--- config.mk ---
export PLATFORM = sky130hd
export DESIGN_NAME = mips_cpu_mem_if_flat
export DESIGN_NICKNAME = d
export VERILOG_FILES = /design/src/rtl/mips_cpu_pkg.sv /design/src/rtl/mips_cpu_mem_if_if.sv /design/src/rtl/mips_cpu_mem_align.sv /design/src/rtl/mips_cpu_mem_if.sv /design/src/flat_wrapper.sv
export SDC_FILE = /design/constraint.sdc
export NUM_CORES = 1
export LEC_CHECK = 0
export ABC_AREA = 0
export BUFFER_PORTS_ARGS = -buffer_cell sky130_fd_sc_hd__clkbuf_2
export CAP_MARGIN = 20
export CORE_ASPECT_RATIO = 1.25
export CORE_UTILIZATION = 58
export CTS_BUF_LIST = sky130_fd_sc_hd__clkbuf_4 sky130_fd_sc_hd__clkbuf_8
export DETAILED_ROUTE_END_ITERATION = 12
export PLACE_DENSITY = 0.89
export SETUP_SLACK_MARGIN = 0.3
export SLEW_MARGIN = 15
export SYNTH_ARGS = -nofsm -noshare
export SYNTH_HDL_FRONTEND = slang
export SYNTH_SLANG_ARGS = --single-unit
--- constraint.sdc ---
create_clock -name clk -period 2.98 [get_ports clk]
set_input_delay 0.298 -clock clk [delete_from_list [all_inputs] [get_ports clk]]
set_output_delay 0.298 -clock clk [all_outputs]
set_load 0.02 [all_outputs]
--- src/rtl/mips_cpu_pkg.sv ---
// Shared types and constants for the multicycle MIPS core and its memory unit.
//   mem_op_t      : load/store flavour handed from the core to mips_cpu_mem_if
//   state_t       : mips_cpu_mem_if FSM state
//   OPC_*         : primary opcodes of the memory instructions (decoded by the core)
//   is_store      : true for SB/SH/SW
//   is_misaligned : alignment rule for halfword/word accesses
package mips_cpu_pkg;

    typedef enum logic [3:0] {
        OP_LB,
        OP_LBU,
        OP_LH,
        OP_LHU,
        OP_LW,
        OP_LWL,
        OP_LWR,
        OP_SB,
        OP_SH,
        OP_SW
    } mem_op_t;

    typedef enum logic [2:0] {
        ST_IDLE,
        ST_ACCESS,
        ST_WAIT_DATA,
        ST_RESP,
        ST_RESP_ERR
    } state_t;

    localparam logic [5:0] OPC_LB  = 6'h20;
    localparam logic [5:0] OPC_LH  = 6'h21;
    localparam logic [5:0] OPC_LWL = 6'h22;
    localparam logic [5:0] OPC_LW  = 6'h23;
    localparam logic [5:0] OPC_LBU = 6'h24;
    localparam logic [5:0] OPC_LHU = 6'h25;
    localparam logic [5:0] OPC_LWR = 6'h26;
    localparam logic [5:0] OPC_SB  = 6'h28;
    localparam logic [5:0] OPC_SH  = 6'h29;
    localparam logic [5:0] OPC_SW  = 6'h2B;

    function automatic logic is_store(input mem_op_t op);
        return (op == OP_SB) || (op == OP_SH) || (op == OP_SW);
    endfunction

    // Byte accesses and LWL/LWR are never misaligned.
    function automatic logic is_misaligned(input mem_op_t op, input logic [1:0] a);
        logic mis;
        mis = 1'b0;
        case (op)
            OP_LH, OP_LHU, OP_SH: mis = a[0];
            OP_LW, OP_SW:         mis = (a != 2'b00);
            default:              mis = 1'b0;
        endcase
        return mis;
    endfunction

endpackage

--- src/rtl/mips_cpu_mem_if_if.sv ---
// Signal bundle between the core, the memory unit and the Avalon-MM bus.
//   Core side : req_valid/req_ready/req_op/req_addr/req_wdata/req_rt_old,
//               resp_valid/resp_rdata/resp_err
//   Bus side  : address/read/write/writedata/byteenable (unit drives),
//               waitrequest/readdata (bus drives)
//   modport master : the memory unit's view
//   modport slave  : the environment's view (core + bus fabric)
interface mips_cpu_mem_if_if
    import mips_cpu_pkg::*;
#(
    parameter int ADDR_W = 32,
    parameter int DATA_W = 32
) ();

    logic              req_valid;
    logic              req_ready;
    mem_op_t           req_op;
    logic [ADDR_W-1:0] req_addr;
    logic [DATA_W-1:0] req_wdata;
    logic [DATA_W-1:0] req_rt_old;
    logic              resp_valid;
    logic [DATA_W-1:0] resp_rdata;
    logic              resp_err;
    logic [ADDR_W-1:0] address;
    logic              read;
    logic              write;
    logic              waitrequest;
    logic [DATA_W-1:0] writedata;
    logic [3:0]        byteenable;
    logic [DATA_W-1:0] readdata;

    modport master (
        input  req_valid, req_op, req_addr, req_wdata, req_rt_old, waitrequest, readdata,
        output req_ready, resp_valid, resp_rdata, resp_err,
               address, read, write, writedata, byteenable
    );

    modport slave (
        output req_valid, req_op, req_addr, req_wdata, req_rt_old, waitrequest, readdata,
        input  req_ready, resp_valid, resp_rdata, resp_err,
               address, read, write, writedata, byteenable
    );

endinterface

--- src/rtl/mips_cpu_mem_align.sv ---
// Combinational little-endian byte-lane logic for the memory unit.
//   op_i, addr_lo_i : registered operation and byte offset within the word
//   wdata_i         : right-justified store data
//   rdata_i         : raw bus read data
//   rt_old_i        : previous rt value, merge source for LWL/LWR
//   be_o            : byteenable (stores steered, loads always 1111)
//   wdata_o         : lane-steered store data
//   load_o          : extracted, extended or merged load result
module mips_cpu_mem_align
    import mips_cpu_pkg::*;
(
    input  mem_op_t     op_i,
    input  logic [1:0]  addr_lo_i,
    input  logic [31:0] wdata_i,
    input  logic [31:0] rdata_i,
    input  logic [31:0] rt_old_i,
    output logic [3:0]  be_o,
    output logic [31:0] wdata_o,
    output logic [31:0] load_o
);

    logic [5:0]  sh;
    logic [7:0]  byte_w;
    logic [15:0] half_w;

    always_comb begin
        sh      = {1'b0, addr_lo_i, 3'b000};
        byte_w  = rdata_i[sh[4:0] +: 8];
        half_w  = addr_lo_i[1] ? rdata_i[31:16] : rdata_i[15:0];
        be_o    = 4'b1111;
        wdata_o = wdata_i;
        load_o  = rdata_i;
        case (op_i)
            // Replicating the narrow datum puts it in every lane; byteenable picks the one.
            OP_SB: begin
                be_o    = 4'b0001 << addr_lo_i;
                wdata_o = {4{wdata_i[7:0]}};
            end
            OP_SH: begin
                be_o    = addr_lo_i[1] ? 4'b1100 : 4'b0011;
                wdata_o = {2{wdata_i[15:0]}};
            end
            OP_LB:  load_o = {{24{byte_w[7]}}, byte_w};
            OP_LBU: load_o = {24'h0, byte_w};
            OP_LH:  load_o = {{16{half_w[15]}}, half_w};
            OP_LHU: load_o = {16'h0, half_w};
            // LWL: mem bytes [k:0] land in rt bytes [3:3-k]; lower rt bytes kept.
            OP_LWL: load_o = (rdata_i << (6'd24 - sh)) |
                             (rt_old_i & (32'hFFFF_FFFF >> (sh + 6'd8)));
            // LWR: mem bytes [3:k] land in rt bytes [3-k:0]; upper rt bytes kept.
            OP_LWR: load_o = (rdata_i >> sh) |
                             (rt_old_i & ~(32'hFFFF_FFFF >> sh));
            default: ;
        endcase
    end

endmodule

--- src/rtl/mips_cpu_mem_if.sv ---
// Avalon-MM master load/store unit for the multicycle MIPS core.
//   clk, rst : clock and synchronous active-high reset
//   bus      : mips_cpu_mem_if_if.master -- core request/response handshake plus
//              Avalon address/read/write/writedata/byteenable/waitrequest/readdata
// One request at a time; a single-cycle resp_valid pulse ends each access.
// READ_LATENCY (1..4) is the fixed read pipeline depth; MAX_WAIT>0 enables a stall timeout.
module mips_cpu_mem_if
    import mips_cpu_pkg::*;
#(
    parameter int ADDR_W       = 32,
    parameter int DATA_W       = 32,
    parameter int READ_LATENCY = 1,
    parameter int MAX_WAIT     = 0
) (
    input  logic clk,
    input  logic rst,
    mips_cpu_mem_if_if.master bus
);

    if (DATA_W != 32) begin : g_bad_data_w
        $error("mips_cpu_mem_if: DATA_W must be 32");
    end
    if (READ_LATENCY < 1 || READ_LATENCY > 4) begin : g_bad_latency
        $error("mips_cpu_mem_if: READ_LATENCY must be 1..4");
    end

    localparam int STALL_W = (MAX_WAIT > 0) ? $clog2(MAX_WAIT + 1) : 1;

    state_t             state_q,  state_d;
    mem_op_t            op_q,     op_d;
    logic [ADDR_W-1:0]  addr_q,   addr_d;
    logic [DATA_W-1:0]  wdata_q,  wdata_d;
    logic [DATA_W-1:0]  rt_old_q, rt_old_d;
    logic [DATA_W-1:0]  rdata_q,  rdata_d;
    logic [STALL_W-1:0] stall_q,  stall_d;
    logic [1:0]         lat_q,    lat_d;

    logic [3:0]        be_w;
    logic [DATA_W-1:0] wdata_w;
    logic [DATA_W-1:0] load_w;

    mips_cpu_mem_align u_align (
        .op_i      (op_q),
        .addr_lo_i (addr_q[1:0]),
        .wdata_i   (wdata_q),
        .rdata_i   (bus.readdata),
        .rt_old_i  (rt_old_q),
        .be_o      (be_w),
        .wdata_o   (wdata_w),
        .load_o    (load_w)
    );

    always_comb begin
        state_d  = state_q;
        op_d     = op_q;
        addr_d   = addr_q;
        wdata_d  = wdata_q;
        rt_old_d = rt_old_q;
        rdata_d  = rdata_q;
        stall_d  = stall_q;
        lat_d    = lat_q;

        bus.req_ready  = (state_q == ST_IDLE) && !rst;
        bus.resp_valid = (state_q == ST_RESP) || (state_q == ST_RESP_ERR);
        bus.resp_err   = (state_q == ST_RESP_ERR);
        bus.resp_rdata = (state_q == ST_RESP) ? rdata_q : '0;
        bus.address    = {addr_q[ADDR_W-1:2], 2'b00};
        bus.read       = (state_q == ST_ACCESS) && !is_store(op_q);
        bus.write      = (state_q == ST_ACCESS) &&  is_store(op_q);
        bus.byteenable = (state_q == ST_ACCESS) ? be_w : 4'b0000;
        bus.writedata  = wdata_w;

        case (state_q)
            ST_IDLE: begin
                if (bus.req_valid) begin
                    op_d     = bus.req_op;
                    addr_d   = bus.req_addr;
                    wdata_d  = bus.req_wdata;
                    rt_old_d = bus.req_rt_old;
                    rdata_d  = '0;
                    stall_d  = '0;
                    state_d  = is_misaligned(bus.req_op, bus.req_addr[1:0]) ? ST_RESP_ERR
                                                                             : ST_ACCESS;
                end
            end
            ST_ACCESS: begin
                if (!bus.waitrequest) begin
                    if (is_store(op_q)) begin
                        state_d = ST_RESP;
                    end else begin
                        state_d = ST_WAIT_DATA;
                        lat_d   = 2'(READ_LATENCY - 1);
                    end
                end else if ((MAX_WAIT > 0) && (stall_q == STALL_W'(MAX_WAIT - 1))) begin
                    state_d = ST_RESP_ERR;
                end else begin
                    stall_d = stall_q + STALL_W'(1);
                end
            end
            ST_WAIT_DATA: begin
                if (lat_q == 2'd0) begin
                    rdata_d = load_w;
                    state_d = ST_RESP;
                end else begin
                    lat_d = lat_q - 2'd1;
                end
            end
            ST_RESP, ST_RESP_ERR: state_d = ST_IDLE;
            default:              state_d = ST_IDLE;
        endcase
    end

    always_ff @(posedge clk) begin
        if (rst) begin
            state_q  <= ST_IDLE;
            op_q     <= OP_LB;
            addr_q   <= '0;
            wdata_q  <= '0;
            rt_old_q <= '0;
            rdata_q  <= '0;
            stall_q  <= '0;
            lat_q    <= '0;
        end else begin
            state_q  <= state_d;
            op_q     <= op_d;
            addr_q   <= addr_d;
            wdata_q  <= wdata_d;
            rt_old_q <= rt_old_d;
            rdata_q  <= rdata_d;
            stall_q  <= stall_d;
            lat_q    <= lat_d;
        end
    end

endmodule
--- src/flat_wrapper.sv ---
// flat-port wrapper written by rule: the top's interface ports become plain ports
module mips_cpu_mem_if_flat import mips_cpu_pkg::*;
#(
    parameter int ADDR_W       = 32,
    parameter int DATA_W       = 32,
    parameter int READ_LATENCY = 1,
    parameter int MAX_WAIT     = 0
)
  (clk, rst, bus_req_valid, bus_req_op, bus_req_addr, bus_req_wdata, bus_req_rt_old, bus_waitrequest, bus_readdata, bus_req_ready, bus_resp_valid, bus_resp_rdata, bus_resp_err, bus_address, bus_read, bus_write, bus_writedata, bus_byteenable);
  mips_cpu_mem_if_if #(.ADDR_W(ADDR_W), .DATA_W(DATA_W)) bus_i ();
  input  logic clk;
  input  logic rst;
  input wire logic [$bits(bus_i.req_valid)-1:0] bus_req_valid;
  input wire logic [$bits(bus_i.req_op)-1:0] bus_req_op;
  input wire logic [$bits(bus_i.req_addr)-1:0] bus_req_addr;
  input wire logic [$bits(bus_i.req_wdata)-1:0] bus_req_wdata;
  input wire logic [$bits(bus_i.req_rt_old)-1:0] bus_req_rt_old;
  input wire logic [$bits(bus_i.waitrequest)-1:0] bus_waitrequest;
  input wire logic [$bits(bus_i.readdata)-1:0] bus_readdata;
  output wire logic [$bits(bus_i.req_ready)-1:0] bus_req_ready;
  output wire logic [$bits(bus_i.resp_valid)-1:0] bus_resp_valid;
  output wire logic [$bits(bus_i.resp_rdata)-1:0] bus_resp_rdata;
  output wire logic [$bits(bus_i.resp_err)-1:0] bus_resp_err;
  output wire logic [$bits(bus_i.address)-1:0] bus_address;
  output wire logic [$bits(bus_i.read)-1:0] bus_read;
  output wire logic [$bits(bus_i.write)-1:0] bus_write;
  output wire logic [$bits(bus_i.writedata)-1:0] bus_writedata;
  output wire logic [$bits(bus_i.byteenable)-1:0] bus_byteenable;
  assign bus_i.req_valid = bus_req_valid;
  assign bus_i.req_op = bus_req_op;
  assign bus_i.req_addr = bus_req_addr;
  assign bus_i.req_wdata = bus_req_wdata;
  assign bus_i.req_rt_old = bus_req_rt_old;
  assign bus_i.waitrequest = bus_waitrequest;
  assign bus_i.readdata = bus_readdata;
  assign bus_req_ready = bus_i.req_ready;
  assign bus_resp_valid = bus_i.resp_valid;
  assign bus_resp_rdata = bus_i.resp_rdata;
  assign bus_resp_err = bus_i.resp_err;
  assign bus_address = bus_i.address;
  assign bus_read = bus_i.read;
  assign bus_write = bus_i.write;
  assign bus_writedata = bus_i.writedata;
  assign bus_byteenable = bus_i.byteenable;
  mips_cpu_mem_if #(.ADDR_W(ADDR_W), .DATA_W(DATA_W), .READ_LATENCY(READ_LATENCY), .MAX_WAIT(MAX_WAIT)) u_core (.clk(clk), .rst(rst), .bus(bus_i));
endmodule
# Yosys cells after proc, flatten, opt, wreduce, memory -nomap -nowiden
# Index checks and enable logic that the tools add are counted.
# W data, S select, Z words.
# word_totals
ff_bits	137
input_bits	136
output_inout_bits	105
word_cells	86
# op_classes
addsub	3
eq_ne	22
n_shift	6
n_mux	23
bitwise_logic	5
reduce_logical	20
# ops
cell	count
$pmux W32 S6	1
$pmux W32 S2	2
$mux W32	3
$and A32 B32 Y32	2
$or A32 B32 Y32	2
$not A32 Y32	1
$shiftx A32 B6 Y8	1
$shl A32 B6 Y32	1
$shr A32 B5 Y32	1
$shr A32 B5 Y32 const A	1
$shr A32 B6 Y32 const A	1
$eq A4 B2 Y1 const B	4
$eq A4 B3 Y1 const B	4
$eq A4 B4 Y1 const B	4
$mux W16	1
$mux W3	4
$pmux W3 S3	1
$mux W4	2
$ne A2 B2 Y1 const B	4
$pmux W4 S2	1
$add A5 B4 Y6 const B	1
$eq A3 B2 Y1 const B	2
$mux W2	3
$reduce_and A3 Y1	2
21 further kinds	30

# Depth between registers and ports, before layout
# depth
word_depth	8
ltp_mapped	9

# Cells and area by module
# A second synthesis with hierarchy kept.
# unflattened
cells_unflattened	1018
hier_area_um2	7897.6
# modules_own_cells
mod	n_inst	cells_each	area_each_um2
mips_cpu_mem_if	1	707	5507.8
mips_cpu_mem_align	1	311	2389.8

# Worst setup path before layout
# OpenSTA, ideal clock, no wires.
# synth_timing
path_kind	register to output
startpoint	register u_core.op_q[1]
endpoint	output port bus_byteenable[0]
arrival_time_ns	1.740
t_required_ns	2.682
slack_ns	0.942
stages_incl_launch_ff	8
path_buffers	3
path_cell_list	dfxtp_1 buf_2 and4b_1 buf_4 nor2_2 clkbuf_1 nor2_1 nor2_1
# synth_between
elab_chain_len	3
elab_cells_between_ends	4
classes_between	2 x eq/ne; 2 x mux
# synth_lines
element	line_no	rtl
from (decl)	mips_cpu_mem_if.sv:30	mem_op_t op_q, op_d;
from (signal assigned)	mips_cpu_mem_if.sv:125	op_q <= op_d;
$eq A4 B4 Y1 or $eq A4 B3 Y1 (tied branches)	mips_cpu_mem_align.sv:33	case (op_i)
$pmux W4 S2 (*)	mips_cpu_mem_align.sv:33	
$mux W4 (*)	mips_cpu_mem_if.sv:70	bus.byteenable = (state_q == ST_ACCESS) ? be_w : 4'b0000;
to (decl)	flat_wrapper.sv:28	output wire logic [$bits(bus_i.byteenable)-1:0] bus_byteenable;
# Every way passes the cells marked *; elsewhere a longest branch is shown, timed or not.

# Worst setup path in the final report
# layout_timing
startpoint	register u_core.op_q[3]
endpoint	output port bus_writedata[18]
# layout_between
elab_chain_len	2
elab_cells_between_ends	3
classes_between	2 x eq/ne; 1 x mux
# layout_lines
element	line_no	rtl
$eq A4 B4 Y1 or $eq A4 B3 Y1 (tied branches)	mips_cpu_mem_align.sv:33	
$pmux W32 S2 (*)	mips_cpu_mem_align.sv:33	
to (decl)	flat_wrapper.sv:27	output wire logic [$bits(bus_i.writedata)-1:0] bus_writedata;
# Marked as above.

==> reports/summary.log <==
INFO  floorplan      floorplan.initialDensity=59.5%
INFO  sta            drv_slew=0
INFO  sta            clock-skew-final=11.7ps
INFO  detailed_routing dr_total_vias=8,103
INFO  floorplan      floorplan.io_pins=241
INFO  setup_path     critical_path_arrival=2200ps
INFO  job            drv_cap=0
INFO  power_and_ir_drop power_leakage=3.91nW
INFO  sta            setup_total_negative_slack=0ps
INFO  sta            slew_headroom=50.4%
INFO  setup_path     worst-r2r-setup-slack=580ps
INFO  synth          post_synth_instance_area=7900um2
INFO  synth          synth.ff_latch_count=137
INFO  floorplan      die_outline_height=133um
INFO  detailed_routing drt-initial-drc-count=505
INFO  power_and_ir_drop sw_frac_of_total=32.9%
INFO  final_layout   n_diodes=0
INFO  final_layout   flow.area_growth_from_synthesis=16.8%
INFO  setup_path     worst_r2r_path_depth=6
INFO  min_path       min_path_cells=3
INFO  sta            maxClockFrequency=400MHz
INFO  setup_path     timing.critical_path.fanout_max=18
INFO  sta            rsz0062_at_grt=false
INFO  final_layout   post_route_cells_drive_above_1_share=29.9%
INFO  detailed_routing routed_wire_length_per_instance=17.0um
INFO  sta            finalHoldViolCount=0
INFO  placement      placedInstanceArea=8810um2
INFO  placement      finalWeightedCongestion=0.944
INFO  power_and_ir_drop power.density=530nW/um2
INFO  synth          synth.top_cells.by_area=sky130_fd_sc_hd__dfxtp_1 (35%), sky130_fd_sc_hd__nand2_1 (11%), sky130_fd_sc_hd__a21oi_1 (8.8%)
INFO  placement      number_of_buffers_inserted_by_port_buffering=238
INFO  synth          share_of_the_yosys_chip_area_belonging_to_registers=34.7%
INFO  setup_path     element_type_at_the_critical_path_end=output port
INFO  clock_tree     clkLatencyLatePin=450ps
INFO  clock_tree     cts_hold_repair.buffers=0
INFO  detailed_routing dr.pass1.iters=6
INFO  clock_tree     cts-root-to-sink-buffers=2
INFO  detailed_routing wire_length_after_detailed_routing=23,200um
INFO  sta            finalWorstPathRequiredPeriod=2500ps
INFO  clock_tree     clock_sink_count=137
INFO  synth          synth_top_cell_area_share=34.7%
INFO  power_and_ir_drop combinational_share_of_power=24.5%
INFO  final_layout   layout.nets=1,318
INFO  synth          synth_top_area_cell=sky130_fd_sc_hd__dfxtp_1
INFO  detailed_routing routed_via_density=5.94
INFO  synth          synth_cell_type_count=54
INFO  placement      dpl.hpwl=16,300um
INFO  global_routing number_of_global_route_vias_before_repair=7,616
INFO  synth          synth_most_common_cell=sky130_fd_sc_hd__nand2_1
INFO  status         status=finished, final reports clean
INFO  setup_path     cp.required=2680ps
INFO  sta            transition_time_at_the_pin_with_the_least_slew_margin=740ps
INFO  synth          syn_area_per_cell=7.67um2
INFO  sta            holdWs=62.1ps
INFO  synth          synthesis.yosys.warnings=0
INFO  synth          synth_flop_cell=sky130_fd_sc_hd__dfxtp_1
INFO  setup_path     criticalPathCategory=flip-flop to output port
INFO  clock_tree     cts_tree=yes
INFO  synth          post_synth_edffs=0
INFO  power_and_ir_drop switching_power=0.00161W
INFO  global_routing antenna_found_initial=0
INFO  synth          postSynth.asyncResetShare=0%
INFO  global_routing remaining_global_route_overflow=0
INFO  power_and_ir_drop report.power.total=0.00489W
INFO  min_path       hold_path_class=input port to flip-flop
INFO  floorplan      die_area=14,100um2
INFO  floorplan      num_rows=47
INFO  clock_tree     clk_root_buffer_cell=sky130_fd_sc_hd__clkbuf_8
INFO  global_routing total_routing_usage_reported_by_global_routing=32.5%
INFO  sta            layout_worst_path_cycle_share=83.9%
INFO  sta            total_setup_violations_reported_at_the_end_of_the_flow=0
INFO  floorplan      die-width=106um
INFO  power_and_ir_drop ir_drop=0.385mV
INFO  global_routing grt_start_max_net_pins=92
INFO  power_and_ir_drop sequentialPowerShare=42.5%
INFO  clock_tree     tritoncts.num_buffers=17
INFO  synth          synthesis.instances=1,030
INFO  clock_tree     clock_transition_at_path_regs=80ps
INFO  floorplan      core_box_area=13,300um2
INFO  power_and_ir_drop clockPowerShare=33.0%
INFO  final_layout   finalInstanceArea=9230um2
INFO  power_and_ir_drop internal_cell_power=0.00328W
INFO  final_layout   fillers=1,124
INFO  setup_path     worst_setup_path_start_kind=flip-flop
INFO  synth          synth_top_cells_by_count=sky130_fd_sc_hd__nand2_1 (240), sky130_fd_sc_hd__a21oi_1 (139), sky130_fd_sc_hd__dfxtp_1 (137)
INFO  detailed_routing route.detailed.drc=0
INFO  global_routing first_pass_grt_wire_length=36,700um
INFO  detailed_routing route.antenna.remaining_nets=0
INFO  final_layout   postLayoutCoreUtil=69.5%
INFO  clock_tree     htreeDepth=4
==> state kept, by name, summed over array words and instances (netlist names) <==
| signal | flops |
|---|---|
| u_core.addr_q | 32 |
| u_core.lat_q | 2 |
| u_core.op_q | 4 |
| u_core.rdata_q | 32 |
| u_core.rt_old_q | 32 |
| u_core.state_q | 3 |
| u_core.wdata_q | 32 |
==> kinds of logic (layout without fill, tap and decap cells) <==
kind of cell               Yosys count  count (layout)  share of synthesized area (%)
muxes                               84              84                           12.4
adders and majority gates            1               1                          0.158
buffers and inverters              136             298                           9.20
DFF                                137             137                           34.7
AOI/OAI and AO/OA                  271             271                           20.8
and+or+nand+nor                    400             400                           22.8
other                                1               2                         0.0475
==> metrics by stage <==
stage                     worst slack (ps)  instances
after floorplan                        942       1031
after global placement                 768       1333
after detailed placement               666       1333
after CTS                              382       1364
after global routing                   329       1364
final                                  481       1364
==> cells in the final DEF (no fill, tap or decap), types with 2 or more instances in the layout <==
cell                           n
sky130_fd_sc_hd__a22oi_1      15
sky130_fd_sc_hd__mux2i_1      37
sky130_fd_sc_hd__nor3_1       20
sky130_fd_sc_hd__nor2_1       45
sky130_fd_sc_hd__a21oi_1     139
sky130_fd_sc_hd__a2111oi_0     9
sky130_fd_sc_hd__conb_1        2
sky130_fd_sc_hd__nand2_1     239
sky130_fd_sc_hd__o311ai_0      2
sky130_fd_sc_hd__o21ai_1       3
sky130_fd_sc_hd__clkbuf_2    237
sky130_fd_sc_hd__mux2_2       40
sky130_fd_sc_hd__dfxtp_1     131
sky130_fd_sc_hd__and2_1       33
sky130_fd_sc_hd__o21ai_0      38
sky130_fd_sc_hd__inv_1        12
sky130_fd_sc_hd__a21o_1        8
sky130_fd_sc_hd__a211oi_1     31
sky130_fd_sc_hd__o221ai_1      8
sky130_fd_sc_hd__buf_12        3
sky130_fd_sc_hd__clkinvlp_4    4
sky130_fd_sc_hd__bufinv_16     3
sky130_fd_sc_hd__clkbuf_8     19
sky130_fd_sc_hd__clkinv_4      2
sky130_fd_sc_hd__buf_4        15
sky130_fd_sc_hd__clkinv_2      2
sky130_fd_sc_hd__nor4_1       24
sky130_fd_sc_hd__nand2b_1     11
sky130_fd_sc_hd__dfxtp_2       5
sky130_fd_sc_hd__nor2b_1       5
sky130_fd_sc_hd__o22ai_1       7
sky130_fd_sc_hd__nor3b_1       4
sky130_fd_sc_hd__mux4_2        7
sky130_fd_sc_hd__nor2_2        2
sky130_fd_sc_hd__or2_2         4
==> repair_timing <==
item,CTS,global route
resized for setup,2,3
endpoints found under the setup margin,8,8
pin swaps,0,0
setup buffers,0,0
==> path summary, 6_finish.rpt <==
kind / end / from
setup reg to reg: u_core.rdata_q[27] / u_core.addr_q[1]
setup / recovery: bus_writedata[18] / u_core.op_q[3]
hold reg to reg: u_core.rt_old_q[6] / u_core.rt_old_q[6]
hold / removal: u_core.rt_old_q[19] / bus_req_rt_old[19]
==> worst max-delay path: stages, from the launching register on <==
cell and delay [ps]:
sky130_fd_sc_hd__dfxtp_4 430, sky130_fd_sc_hd__and4b_1 240, sky130_fd_sc_hd__buf_4 210, sky130_fd_sc_hd__nor2_2 110, sky130_fd_sc_hd__buf_4 240, sky130_fd_sc_hd__mux2_2 360
sky130_fd_sc_hd__clkbuf_2 150
==> power by group through the flow <==
stage / combinational (W) / clock (W) / sequential (W)
5_1_grt: 0.00130 / 0.00171 / 0.00209
3_3_place_gp: 0.00115 / 0 / 0.00211
4_1_cts: 0.00119 / 0.00164 / 0.00208
2_1_floorplan: 0.000909 / 0 / 0.00205
6_report: 0.00120 / 0.00161 / 0.00208
3_5_place_dp: 0.00118 / 0 / 0.00212
==> metal layers <==
metal  wire (um)  share of wire (%)  GRT usage [%]  vias to the layer above
li1            -                  -              -                     3847
met1        8680                 37           36.3                     3738
met2       11500                 50           56.9                      434
met3        2000                8.6           8.77                       84
met4         958                4.1           15.2                        0
met5           0                  0              0                        -
==> final cells by class <==
class	count	area [um2]	share of cell area (%)
Multi-Input combinational cell	758	4450	48.2
Sequential cell	137	2750	29.8
Timing Repair Buffer	255	1360	14.7
Clock buffer	20	269	2.91
Tap cell	171	214	2.32
Clock inverter	11	148	1.60
Inverter	12	45.0	0.488
(Power assumes the default switching activity.)
